### src/rtl/spi_xfer_pkg.sv
// Shared types for the SPI transfer sequencer.
package spi_xfer_pkg;
  localparam int SPI_BYTE_W = 8;

  typedef enum logic [2:0] {IDLE, RUN, DRAIN, DONE, FLUSH} xfer_state_e;
endpackage

### src/rtl/spi_xfer_ctrl_if.sv
// Request / TX byte / RX byte / status bundle between a client and spi_xfer_ctrl.
interface spi_xfer_ctrl_if import spi_xfer_pkg::*; #(parameter int LW = 8) ();
  logic                  req_valid;
  logic                  req_ready;
  logic [LW-1:0]         req_len;
  logic                  abort;
  logic                  tx_valid;
  logic                  tx_ready;
  logic [SPI_BYTE_W-1:0] tx_data;
  logic                  rx_valid;
  logic                  rx_ready;
  logic [SPI_BYTE_W-1:0] rx_data;
  logic                  xfer_done;
  logic                  xfer_err;

  modport slave (
    input  req_valid, req_len, abort, tx_valid, tx_data, rx_ready,
    output req_ready, tx_ready, rx_valid, rx_data, xfer_done, xfer_err
  );

  modport master (
    output req_valid, req_len, abort, tx_valid, tx_data, rx_ready,
    input  req_ready, tx_ready, rx_valid, rx_data, xfer_done, xfer_err
  );
endinterface

### src/rtl/spi_xfer_ctrl.sv
// Transfer sequencer in front of an SPI master: streams N bytes into its TX FIFO and
// N bytes out of its RX FIFO with credit flow control. Optional watchdog: SPI_XFER_TIMEOUT_EN.
module spi_xfer_ctrl import spi_xfer_pkg::*; #(
  parameter int FAW = 3,
  parameter int LW  = 8,
  parameter int TOW = 16
) (
  input  logic                  clk,
  input  logic                  rst_n,
  spi_xfer_ctrl_if.slave        xif,
  output logic                  spi_enable,
  output logic                  spi_wr,
  output logic [SPI_BYTE_W-1:0] spi_datai,
  output logic                  spi_rd,
  input  logic [SPI_BYTE_W-1:0] spi_datao,
  input  logic                  spi_done,
  input  logic                  spi_busy,
  output logic                  spi_tx_flush,
  output logic                  spi_rx_flush
);
  localparam int DEPTH = 2**FAW;

  xfer_state_e   state, state_nxt;
  logic [LW-1:0] len_q, pushed, popped, inflight;
  logic [FAW:0]  rx_avail;
  logic          active, accept, push, pop, flush, time_out;
  logic [TOW-1:0] to_cnt;

  // Bytes pushed but not yet popped; bounding this by DEPTH keeps both SPI FIFOs safe.
  assign inflight = pushed - popped;
  assign active   = (state == RUN) || (state == DRAIN);
  assign accept   = (state == IDLE) && xif.req_valid;

  assign xif.req_ready = (state == IDLE);
  assign xif.tx_ready  = (state == RUN) && (pushed < len_q) && (int'(inflight) < DEPTH) && !xif.abort;
  assign push          = xif.tx_valid && xif.tx_ready;
  assign xif.rx_valid  = active && (rx_avail != '0) && !xif.abort;
  assign pop           = xif.rx_valid && xif.rx_ready;
  assign xif.rx_data   = spi_datao;

  assign spi_enable = active;
  assign spi_wr     = push;
  assign spi_datai  = push ? xif.tx_data : '0;
  assign spi_rd     = pop;

  assign flush         = (state == FLUSH) && !spi_busy;
  assign spi_tx_flush  = flush;
  assign spi_rx_flush  = flush;
  assign xif.xfer_err  = flush;
  assign xif.xfer_done = (state == DONE);

`ifdef SPI_XFER_TIMEOUT_EN
  // Watchdog: counts stalled cycles while bytes are outstanding; any completed byte restarts it.
  always_ff @(posedge clk or negedge rst_n) begin
    if (!rst_n)                  to_cnt <= '0;
    else if (!active || spi_done) to_cnt <= '0;
    else if (inflight != '0)     to_cnt <= to_cnt + 1'b1;
  end
`else
  assign to_cnt = '0;
`endif
  assign time_out = active && (&to_cnt);

  always_ff @(posedge clk or negedge rst_n) begin
    if (!rst_n) state <= IDLE;
    else        state <= state_nxt;
  end

  always_comb begin
    state_nxt = state;
    case (state)
      IDLE:    if (xif.req_valid) state_nxt = (xif.req_len == '0) ? DONE : RUN;
      RUN:     if (xif.abort || time_out) state_nxt = FLUSH;
               else if (pushed == len_q)  state_nxt = DRAIN;
      DRAIN:   if (xif.abort || time_out) state_nxt = FLUSH;
               else if (popped == len_q)  state_nxt = DONE;
      DONE:    state_nxt = IDLE;
      FLUSH:   if (!spi_busy) state_nxt = IDLE;
      default: state_nxt = IDLE;
    endcase
  end

  // rx_avail counts bytes already sitting in the RX FIFO; a spi_done is credited one cycle late.
  always_ff @(posedge clk or negedge rst_n) begin
    if (!rst_n) begin
      len_q    <= '0;
      pushed   <= '0;
      popped   <= '0;
      rx_avail <= '0;
    end else if (accept) begin
      len_q    <= xif.req_len;
      pushed   <= '0;
      popped   <= '0;
      rx_avail <= '0;
    end else if (active && !xif.abort) begin
      pushed   <= pushed + LW'(push);
      popped   <= popped + LW'(pop);
      rx_avail <= rx_avail + (FAW+1)'(spi_done) - (FAW+1)'(pop);
    end
  end
endmodule
### src/flat_wrapper.sv
// flat-port wrapper written by rule: the top's interface ports become plain ports
module spi_xfer_ctrl_flat import spi_xfer_pkg::*;
#(
  parameter int FAW = 3,
  parameter int LW  = 8,
  parameter int TOW = 16
)
  (clk, rst_n, spi_enable, spi_wr, spi_datai, spi_rd, spi_datao, spi_done, spi_busy, spi_tx_flush, spi_rx_flush, xif_req_valid, xif_req_len, xif_abort, xif_tx_valid, xif_tx_data, xif_rx_ready, xif_req_ready, xif_tx_ready, xif_rx_valid, xif_rx_data, xif_xfer_done, xif_xfer_err);
  spi_xfer_ctrl_if #(.LW(LW)) xif_i ();
  input  logic clk;
  input  logic rst_n;
  output logic spi_enable;
  output logic spi_wr;
  output logic [SPI_BYTE_W-1:0] spi_datai;
  output logic spi_rd;
  input  logic [SPI_BYTE_W-1:0] spi_datao;
  input  logic spi_done;
  input  logic spi_busy;
  output logic spi_tx_flush;
  output logic spi_rx_flush;
  input wire logic [$bits(xif_i.req_valid)-1:0] xif_req_valid;
  input wire logic [$bits(xif_i.req_len)-1:0] xif_req_len;
  input wire logic [$bits(xif_i.abort)-1:0] xif_abort;
  input wire logic [$bits(xif_i.tx_valid)-1:0] xif_tx_valid;
  input wire logic [$bits(xif_i.tx_data)-1:0] xif_tx_data;
  input wire logic [$bits(xif_i.rx_ready)-1:0] xif_rx_ready;
  output wire logic [$bits(xif_i.req_ready)-1:0] xif_req_ready;
  output wire logic [$bits(xif_i.tx_ready)-1:0] xif_tx_ready;
  output wire logic [$bits(xif_i.rx_valid)-1:0] xif_rx_valid;
  output wire logic [$bits(xif_i.rx_data)-1:0] xif_rx_data;
  output wire logic [$bits(xif_i.xfer_done)-1:0] xif_xfer_done;
  output wire logic [$bits(xif_i.xfer_err)-1:0] xif_xfer_err;
  assign xif_i.req_valid = xif_req_valid;
  assign xif_i.req_len = xif_req_len;
  assign xif_i.abort = xif_abort;
  assign xif_i.tx_valid = xif_tx_valid;
  assign xif_i.tx_data = xif_tx_data;
  assign xif_i.rx_ready = xif_rx_ready;
  assign xif_req_ready = xif_i.req_ready;
  assign xif_tx_ready = xif_i.tx_ready;
  assign xif_rx_valid = xif_i.rx_valid;
  assign xif_rx_data = xif_i.rx_data;
  assign xif_xfer_done = xif_i.xfer_done;
  assign xif_xfer_err = xif_i.xfer_err;
  spi_xfer_ctrl #(.FAW(FAW), .LW(LW), .TOW(TOW)) u_core (.clk(clk), .rst_n(rst_n), .xif(xif_i), .spi_enable(spi_enable), .spi_wr(spi_wr), .spi_datai(spi_datai), .spi_rd(spi_rd), .spi_datao(spi_datao), .spi_done(spi_done), .spi_busy(spi_busy), .spi_tx_flush(spi_tx_flush), .spi_rx_flush(spi_rx_flush));
endmodule
### config.mk
export PLATFORM = sky130hd
export DESIGN_NAME = spi_xfer_ctrl_flat
export DESIGN_NICKNAME = d
export VERILOG_FILES = /design/src/rtl/spi_xfer_pkg.sv /design/src/rtl/spi_xfer_ctrl_if.sv /design/src/rtl/spi_xfer_ctrl.sv /design/src/flat_wrapper.sv
export SDC_FILE = /design/constraint.sdc
export NUM_CORES = 1
export LEC_CHECK = 0
export BUFFER_PORTS_ARGS = -buffer_cell sky130_fd_sc_hd__buf_2
export CAP_MARGIN = 20
export CORE_ASPECT_RATIO = 2
export CORE_MARGIN = 10
export CORE_UTILIZATION = 38
export DETAILED_ROUTE_END_ITERATION = 12
export GPL_TIMING_DRIVEN = 0
export PLACE_DENSITY_LB_ADDON = 0.25
export SKIP_LAST_GASP = 1
export SLEW_MARGIN = 10
export SYNTH_ARGS = -nofsm -noshare
export SYNTH_HDL_FRONTEND = slang
export SYNTH_SLANG_ARGS = --single-unit
### constraint.sdc
create_clock -name clk -period 7.1 [get_ports clk]
set_input_delay 1.065 -clock clk [delete_from_list [all_inputs] [get_ports clk]]
set_output_delay 1.065 -clock clk [all_outputs]
set_load 0.02 [all_outputs]
# --- Word-level counts from Yosys, hierarchy flattened ---
# Index checks and enable logic that the tools add are counted.
totals:
  input_bits: 32
  wordCells: 55
  register_bits: 31
  out_inout_bits: 26
op_classes:
  add_sub_neg: 5
  n_reduce_logical: 18
  order_cmp: 2
  mux: 15
  n_eq_ne: 10
op_table:
  columns: ["op", "n"]
  rows:
  - ["$mux W8", 5]
  - ["$mux W3", 6]
  - ["$add A8 B1 Y8", 2]
  - ["$eq A8 B8 Y1", 2]
  - ["$pmux W3 S4", 1]
  - ["$logic_and A1 B1 Y1", 10]
  - ["$logic_not A8 Y1", 1]
  - ["$lt A8 B4 Y1 const B", 1]
  - ["$lt A8 B8 Y1", 1]
  - ["$mux W4", 2]
  - ["$sub A8 B8 Y8", 1]
  - ["$eq A3 B2 Y1 const B", 2]
  - ["$ne A3 B3 Y1 const B", 2]
  - ["$add A4 B1 Y4", 1]
  - ["$ne A2 B2 Y1 const B", 2]
  - ["$reduce_and A4 Y1", 1]
  - ["$reduce_bool A4 Y1", 1]
  - ["$sub A4 B1 Y4", 1]
  - ["$eq A3 B1 Y1 const B", 1]
  - ["$eq A3 B3 Y1 const B", 1]
  - ["$logic_not A3 Y1", 1]
  - ["$logic_not A1 Y1", 2]
  - ["$mux W2", 1]
  - ["$reduce_bool A2 Y1", 1]
  - ["$logic_or A1 B1 Y1", 1]

# --- Logic depth before layout (Yosys ltp) ---
# Gate-level depths: netlist of run 1.
depth:
  depth_word: 8
  mapped_depth: 14
  mapped_depth_nobuf: 13

# --- Worst setup path before layout of run 1 ---
# No wires, ideal clock.
synth_path:
  path_kind: "input to output"
  from: "input xif_abort"
  to: "output spi_datai[0]"
  stages: 5
  path_slack_ns: 3.580
  t_arrival_ns: 2.455
  cell_sequence: "nor2_1 o2111ai_1 a2111oi_4 nand4_4 nor3_1"
synth_via:
  elab_chain_len: 4
synth_rtl:
  columns: ["element", "line", "text"]
  rows:
  - ["start, declared", "flat_wrapper.sv:23", "input wire logic [$bits(xif_i.abort)-1:0] xif_abort;"]
  - ["$logic_not A1 Y1", "spi_xfer_ctrl.sv:35", "assign xif.tx_ready = (state == RUN) && (pushed < len_q) && (int'(inflight) < DEPTH) && !xif.abort;"]
  - ["$logic_and A1 B1 Y1", "spi_xfer_ctrl.sv:35", null]
  - ["$logic_and A1 B1 Y1", "spi_xfer_ctrl.sv:36", "assign push = xif.tx_valid && xif.tx_ready;"]
  - ["$mux W8", "spi_xfer_ctrl.sv:43", "assign spi_datai = push ? xif.tx_data : '0;"]
  - ["end, declared", "flat_wrapper.sv:14", "output logic [SPI_BYTE_W-1:0] spi_datai;"]
# No other way between the ends.

# --- Final worst setup path of run 1 ---
layout_path:
  from: "register u_core.popped[2]"
  to: "output spi_wr"
layout_via:
  elab_chain_len: 5
layout_rtl:
  columns: ["element", "line", "text"]
  rows:
  - ["start, declared", "spi_xfer_ctrl.sv:24", "logic [LW-1:0] len_q, pushed, popped, inflight;"]
  - ["start signal, assigned", "spi_xfer_ctrl.sv:97", "popped <= popped + LW'(pop);"]
  - ["$sub A8 B8 Y8", "spi_xfer_ctrl.sv:30", "assign inflight = pushed - popped;"]
  - ["$lt A8 B4 Y1", "spi_xfer_ctrl.sv:35", null]
  - ["$logic_and A1 B1 Y1 (2 in series)", "spi_xfer_ctrl.sv:35", null]
  - ["$logic_and A1 B1 Y1", "spi_xfer_ctrl.sv:36", null]
  - ["end, declared", "flat_wrapper.sv:13", "output logic spi_wr;"]
# No other way between the ends.

==> results of run 1 <==
-- through the flow --
| stage | utilization [%] | hold WS [ps] | cell area, µm² | total power, mW | instances |
|---|---|---|---|---|---|
| after floorplan | - | 473 | 2370 | 0.558 | 261 |
| after global placement | 44.9 | 490 | 2720 | 0.670 | 393 |
| after detailed placement | 44.9 | 497 | 2720 | 0.679 | 393 |
| after CTS | 47.7 | 508 | 2890 | 0.931 | 401 |
| after global routing | 47.7 | 516 | 2890 | 0.986 | 401 |
| final | 47.7 | 501 | 2890 | 0.921 | 401 |
-- layout make-up --
type,count,area [µm²]
inverters,24,90.1
clock buffers,6,139
repair buffers,48,240
well taps,84,105
fillers,587,3160
clock inverters,2,35.0
multi-input cells,187,1380
plain buffers,19,124
flip-flops and latches,31,776
-- sequential cells by signal (all words and copies together), names as in the netlist --
name,flops
u_core.len_q,8
u_core.popped,8
u_core.pushed,8
u_core.rx_avail,4
u_core.state,3
-- cell families (layout without fill, tap and decap cells) --
| logic type | count (synthesis) | count (layout) | share of synthesized area (%) |
|---|---|---|---|
| and+or+nand+nor | 89 | 89 | 20.8 |
| muxes | 2 | 2 | 0.897 |
| adders and majority gates | 24 | 24 | 13.0 |
| xor gates and xnor gates | 25 | 25 | 9.23 |
| DFF | 31 | 31 | 32.7 |
| buffers and inverters | 43 | 99 | 9.02 |
| AOI/OAI and AO/OA | 47 | 47 | 14.4 |
-- worst max-delay path: cells and delay by family (launching register included) --
family / cells / cell delay (ps)
buffers and inverters: 2 / 330
AND/OR/NAND/NOR: 2 / 550
XOR/XNOR: 1 / 150
adder cells (fa/ha/maj): 1 / 330
flip-flops: 1 / 430
AO/OA/AOI/OAI: 3 / 820
-- Yosys cell counts, types with 2 or more instances --
cell type,count
a21o_1,5
a21oi_1,7
a22o_1,7
a31oi_1,2
and2_1,2
and3_1,2
buf_1,2
buf_2,2
buf_4,11
clkbuf_1,2
dfrtp_1,31
ha_1,23
inv_1,24
nand2_1,20
nand2b_1,4
nand3_1,3
nand4_1,8
nor2_1,22
nor2b_1,3
nor3_1,9
nor3_2,4
nor3b_1,2
nor4_1,4
o21ai_0,12
xnor2_1,17
xor2_1,8
-- worst paths after layout --
check                                      to  slack (ps)  depth (start not counted)
max                                    spi_wr        3130                          9
min                        u_core.rx_avail[3]         500                          1
max reg2reg                  u_core.pushed[7]        3700                         13
min reg2reg                u_core.rx_avail[3]         500                          1
max in group asynchronous     u_core.len_q[3]        5810                          1
min in group asynchronous    u_core.pushed[3]         830                          1
-- cell usage in the layout, fill, tap and decap left out, types with 3 or more instances in the layout --
cell / count
buf_4: 11
a21oi_1: 7
nor4_1: 4
dfrtp_1: 31
ha_1: 23
inv_1: 24
clkbuf_16: 5
nor2_1: 22
xor2_1: 8
nand3_1: 3
nand2b_1: 4
o21ai_0: 12
a22o_1: 7
nor2b_1: 3
nand2_1: 20
nor3_1: 9
nor3_2: 4
buf_2: 50
a21o_1: 5
xnor2_1: 17
nand4_1: 8
-- routing by layer --
layer,up-vias,track usage [%],routed length [µm]
li1,1005,-,-
met1,953,12.1,2130
met2,46,25.0,3580
met3,12,2.56,321
met4,0,6.34,171
met5,-,0,0
-- where the power goes --
group	switching (mW)	total [mW]	internal (mW)
Combinational	0.251	0.419	0.168
Sequential	0.0309	0.251	0.220
Clock	0.0772	0.251	0.174
==> out/summary.md, run 1 <==
For this block, the routed nets add up to 6210 µm of wire. Before antenna repair, the detailed router went through 4 iterations. Maximum number of pins on one net before global-route repair: 32. The run gives 5140 µm as the half-perimeter wire length after placement.

At the end of routability-driven placement, the weighted congestion stood at 0.866. The count of port buffers added during placement works out to 48. The max-slew violation count is 0, and the die extent in x is 75.9 µm. Setup total negative slack on the finished layout was measured at 0 ps. The number of synthesized register bits was 31. The number of enable flip-flop cells after synthesis is 0. The run finished with clean final reports.

The fraction of synthesis flops using an asynchronous set or reset pin works out to 100%. The tools report the number of antenna violations at the first check in global routing as 0. The floorplan has 40 rows. The run gives 52.8% as the normalized max-slew margin.

Setup fix buffers added after clock tree synthesis: 0. The run gives 10100 µm as the first-pass GRT wire length. The run gives 0 as the residual DRC count. Max-capacitance violation count: 0.

The critical path's slowest cell is dfrtp_1. The power density over the cells was 318 nW/µm²; the number of buffers on the longest clock path was 2. After detailed routing, the average wire length per cell comes to 15.5 µm. The longest individual stage delay on the worst path came out at 430 ps.

The worst voltage drop across the vdd grid was 0.198 mV; the die area was 10000 µm². Primary flip-flop cell chosen by synthesis mapping: dfrtp_1. Setup repair after global routing left no endpoint under its margin.

The fraction of final layout cells sized beyond drive strength 1 came out at 26.2%. The sequential fraction of the synthesis area is 32.7%. STA puts the critical path data required time at 6030 ps. By area the synthesized netlist is led by dfrtp_1 33%, ha_1 12%, xnor2_1 6.3%, inv_1 3.8%, buf_4 3.5%. Counting every net in the synthesized netlist gives 317. After clock tree synthesis, the clock-pin slew on the worst setup and hold paths is 50 ps.

The total of warnings raised by yosys was 0; the number of failing setup endpoints in the final timing report was 0. The per-cell via count in the routed design works out to 5.03. The tools report the clock sink count as 31. The core box area is 6060 µm², and the number of levels the H-tree was split into is 2. The dominant cell type by area after synthesis is dfrtp_1.

Worst slack at placement: 3260 ps. The detailed router placed 2016 vias in this run. The minimum period implied by the final worst setup slack was 3970 ps. The repair_antennas step left the layout with diodes totalling 0. The cell sitting at the root of the clock tree is a clkbuf_16. The fraction of the cycle the final worst path needs was 55.9%; the area growth from synthesis to layout was 21.9%. The critical path is of the register to output port type.

The count of cell types in the netlist was 51. Clock tree synthesis inserted a total of 5 buffers. For the initial standard-cell utilization of the core, the log shows 39.2%. In this run the worst setup path begins at u_core.popped[2]. The synthesized area per cell is 9.09 µm², and the boundary pin count is 58.

For this design the static power due to leakage is 1.43 nW. The die is 132 µm tall. Traced cell by cell, the critical path runs through inv_1 -> ha_1 -> a21o_1 -> a31o_2 -> xor2_1 -> a211oi_1 -> nand4_4 -> nor3b_2 -> buf_2. After clock tree synthesis, the flow added hold-fix buffers numbering 0. Detailed router's first-iteration violation count: 68. On the final layout, the worst clock skew is 3.40 ps.

The area share of the largest cell type after synthesis works out to 32.7%. Once detail routing completed, the nets flagged for antenna violations numbered 0. The highest clock frequency the design can meet was 252 MHz. The category of the worst setup path launch point is a register. The remaining global-route overflow was 0.

TritonCTS built the clock tree. The worst setup path is captured at an output port. The run gives 0 as the total count of hold-check failures in the final report. After the last flow step, the layout net total stands at 372.

Critical path arrival: 2900 ps. Path category of the worst min-delay check: register to register. The post-cts sizing count was 0.

The reg-to-reg startpoint is u_core.popped[2]. After technology mapping, the gate count stands at 261. For the pin with the worst max-slew slack, the measured transition is 708 ps.

For the via count of the first global-routing pass, the log shows 2141. The tools report the launch instance of the worst min-delay path as u_core.rx_avail[3]. Setup slack closes at 3130 ps.

The highest net fanout along the worst path was 10. In the global route stage, overall resource usage came out at 13.1%. Summing every instance area after synthesis gives 2370 µm². For the worst-skew pair, the clock arrives at the later sink with an insertion delay of 280 ps.
No activity file was read; power rests on OpenSTA's default activity.
==> run 2, diff against run 1 <==
- ABC_AREA: default -> 1
- clock period: 7.1 -> 4 ns (I/O delays scaled with it)
==> out/summary.md, run 2 <==
The flow ran to the end, and the final reports show no timing, DRC or antenna violations. Summed over all instances, the cell type with the most area after synthesis is dfrtp_1. At the pin with the least slew margin, the transition time is 718 ps. The worst setup path is launched from a register. The number of buffers created by CTS came out at 5. The tools report the normalized max-slew margin as 52.1%. The number of failing setup endpoints in the final timing report is 0, and the number of synthesized register bits is 31. The die covers 10700 µm². After detailed routing, the number of vias per cell comes to 4.73.

The critical path's slowest cell is dfrtp_1. In this run the critical register-to-register path is captured at u_core.pushed[4]. The power density over the cells is 517 nW/µm², and the via count of the first global-routing pass is 2491. Kind of critical path: register to output port. The tools report the max-slew violation count as 0. The number of antenna diodes in the final layout is 0.

The top cell type by area accounts for 30.1% of the synthesized area. The fraction of final layout cells sized beyond drive strength 1 is 23.0%, and the worst voltage drop across the vdd grid is 0.288 mV. Number of antenna violations at the first check in global routing: 0. On the worst path, the slowest cell contributes a delay of 430 ps. In this run the deepest clock path goes through 2 buffers. The worst setup path is captured at an output port.

By area the synthesized netlist is led by dfrtp_1 30%, nand2_1 14%, ha_1 11%, inv_1 11%, nor2_1 4.2%. In this run the post-CTS setup repair buffer count came out at 0. Once detail routing completed, the nets flagged for antenna violations numbered 0. The maximum number of pins on one net before global-route repair was 32. By count the netlist is led by 96 x nand2_1, 72 x inv_1, 31 x dfrtp_1. The clock transition at the registers of the reported paths was 50 ps. The tools report the total number of vias as 2406. The tools report the clock latency reported for the late side of the worst-skew pair as 280 ps. Summing every instance area after synthesis gives 2570 µm². Critical path arrival: 2320 ps. The final critical path takes up 73.1% of the cycle. The startpoint identified for the worst register-to-register timing path is u_core.popped[6]. Counting flops with a built-in enable in the synthesized netlist gives 0. Data on the critical path is required at its endpoint by 3400 ps.

In this run, the number of DRC markers left after iteration 0 of detailed routing was 40. Total number of cells along the worst setup path: 12. Among all cell types in the netlist, the one instantiated most often is nand2_1. The final layout contains routed wiring with a total length of 6560 µm. At the end of the flow, the number of nets in the layout was 477.

The finished cells cover 3070 µm². First-pass GRT wire length: 11100 µm. The logs give 0 for the post-cts sizing count and 4 for the iteration count of the initial detailed-routing pass.

The analysis attributes to cell leakage a power of 1.77 nW. The library cell used most frequently in the layout, excluding fill and tap cells, is nand2_1. In the final layout, the registers with the most flip-flops are u_core.len_q: 8 flops, u_core.popped: 8 flops, u_core.pushed: 8 flops.

The floorplan step set the die height to 136 µm. The tools report the boundary pin count as 58. In the layout the commonest cells are 96 x nand2_1, 72 x inv_1, 50 x buf_2, 31 x dfrtp_1, 29 x nor2_1.

Number of levels the H-tree was split into: 2. The signal on the critical path passes through inv_1 -> ha_1 -> nand2_1 -> inv_1 -> a21oi_1 -> nand2_1 -> nand2_1 -> nand3_1 -> nor2_2 -> nand3_4 -> inv_1 -> buf_2. Once the floorplan was initialized, standard cells occupied 38.9% of the core. In this run the core area contains 42 standard-cell rows. Fill cells in the final layout number 709.

The wire-length estimate of the detail-placed layout is 5580 µm. The tree built by TritonCTS fans out to 31 sinks. In this run the worst setup path terminates at spi_wr. The placed instances occupy a cell area of 2930 µm².

The smallest clock period supported by the final layout is computed as 2920 ps. For this run, asynchronously set or reset flops after synthesis account for 100%. Setup repair after global routing left no endpoint under its margin.

In this run, post-CTS hold repair placed 0 buffers. Adding up every negative setup slack in the final design gives 0 ps. The tools report the total of warnings raised by yosys as 0.

TritonCTS built the clock tree. Routability-driven placement finished with a final weighted congestion of 0.889. The overall track demand over capacity in global routing was 12.9%; the count of port buffers added during placement was 49. Combined buffer and inverter count along the critical path: 4. The run gives 342 MHz as the highest clock frequency the design can meet. For this run, the leading register cell type out of synthesis is dfrtp_1. The flop-to-flop setup slack was 1110 ps; the final clock skew was 6.25 ps. The length in cells of the worst reg-to-reg path was 18. The total count of hold-check failures in the final report was 0. Remaining global-route overflow: 0.

The tightest min-delay check is of the input pin to async pin type. In this run the mean area of a mapped cell was 7.05 µm². Launch point of the worst path: u_core.popped[6]. Clock tree synthesis selected as its root buffer the cell clkbuf_16.

The sequential fraction of the synthesis area was 30.1%. After detailed routing, the average wire length per cell comes to 12.9 µm. The tools report the max-capacitance violation count as 0.

In this run the worst path has a maximum fanout of 9. The tools report the core box area as 6620 µm². Grouping stages by cell kind, the critical path spends the most delay in simple AND/OR/NAND/NOR gates. The die extent in x came out at 78.2 µm. The number of nets in the synthesized netlist was 421. Counting every instance in the synthesized netlist gives 365. From synthesis to final layout, the design area changed by 19.4%. The residual DRC count is 0. Yosys mapped the design onto 38 distinct sky130hd cell types.
[run 2: per-layer routing]
metal  wire length, µm  vias to the layer above  global-route usage [%]
met1              2170                     1105                    11.1
li1                  -                     1241                       -
met4               239                        0                    7.31
met5                 0                        -                       0
met2              3920                       42                    26.1
met3               218                       18                    2.05
[run 2: worst min path at each step]
stage | startpoint | to | slack (ps)
after floorplan | rst_n | u_core.len_q[0] | 300
after global placement | u_core.len_q[7] | u_core.len_q[7] | 500
after detailed placement | u_core.len_q[7] | u_core.len_q[7] | 510
after CTS | rst_n | u_core.pushed[1] | 400
after global routing | rst_n | u_core.pushed[1] | 440
final | rst_n | u_core.pushed[1] | 380
[run 2: power breakdown]
group | internal (mW) | switching [mW] | total (mW) | leakage [nW]
clock network | 0.242 | 0.127 | 0.369 | 0.0727
registers | 0.388 | 0.0679 | 0.456 | 0.415
logic | 0.275 | 0.488 | 0.763 | 1.28
[run 2: stage by stage]
stage,power [mW],hold slack [ps],setup slack (ps),std cells,utilization [%]
after global placement,1.22,503,1170,502,44.2
after floorplan,1.03,304,1130,365,-
after global routing,1.74,436,760,509,46.4
after CTS,1.62,405,1060,509,46.4
final,1.59,381,1080,509,46.4
after detailed placement,1.24,506,1130,502,44.2
[run 2: area by class of cell]
cell class	instances	area, µm²	share of cell area, %
clock buffers	6	139	4.52
flip-flops and latches	31	776	25.2
multi-input cells	243	1410	45.8
clock inverters	1	5.00	0.163
plain buffers	13	95.1	3.09
inverters	78	295	9.61
well taps	88	110	3.58
repair buffers	49	245	7.98
[run 2: kinds of logic after synthesis]
family          synth area share [%]
fa+ha+maj                       12.0
simple gates                    30.9
compound gates                  9.48
xor+xnor                        2.38
buf+inv                         15.2
flops                           30.1
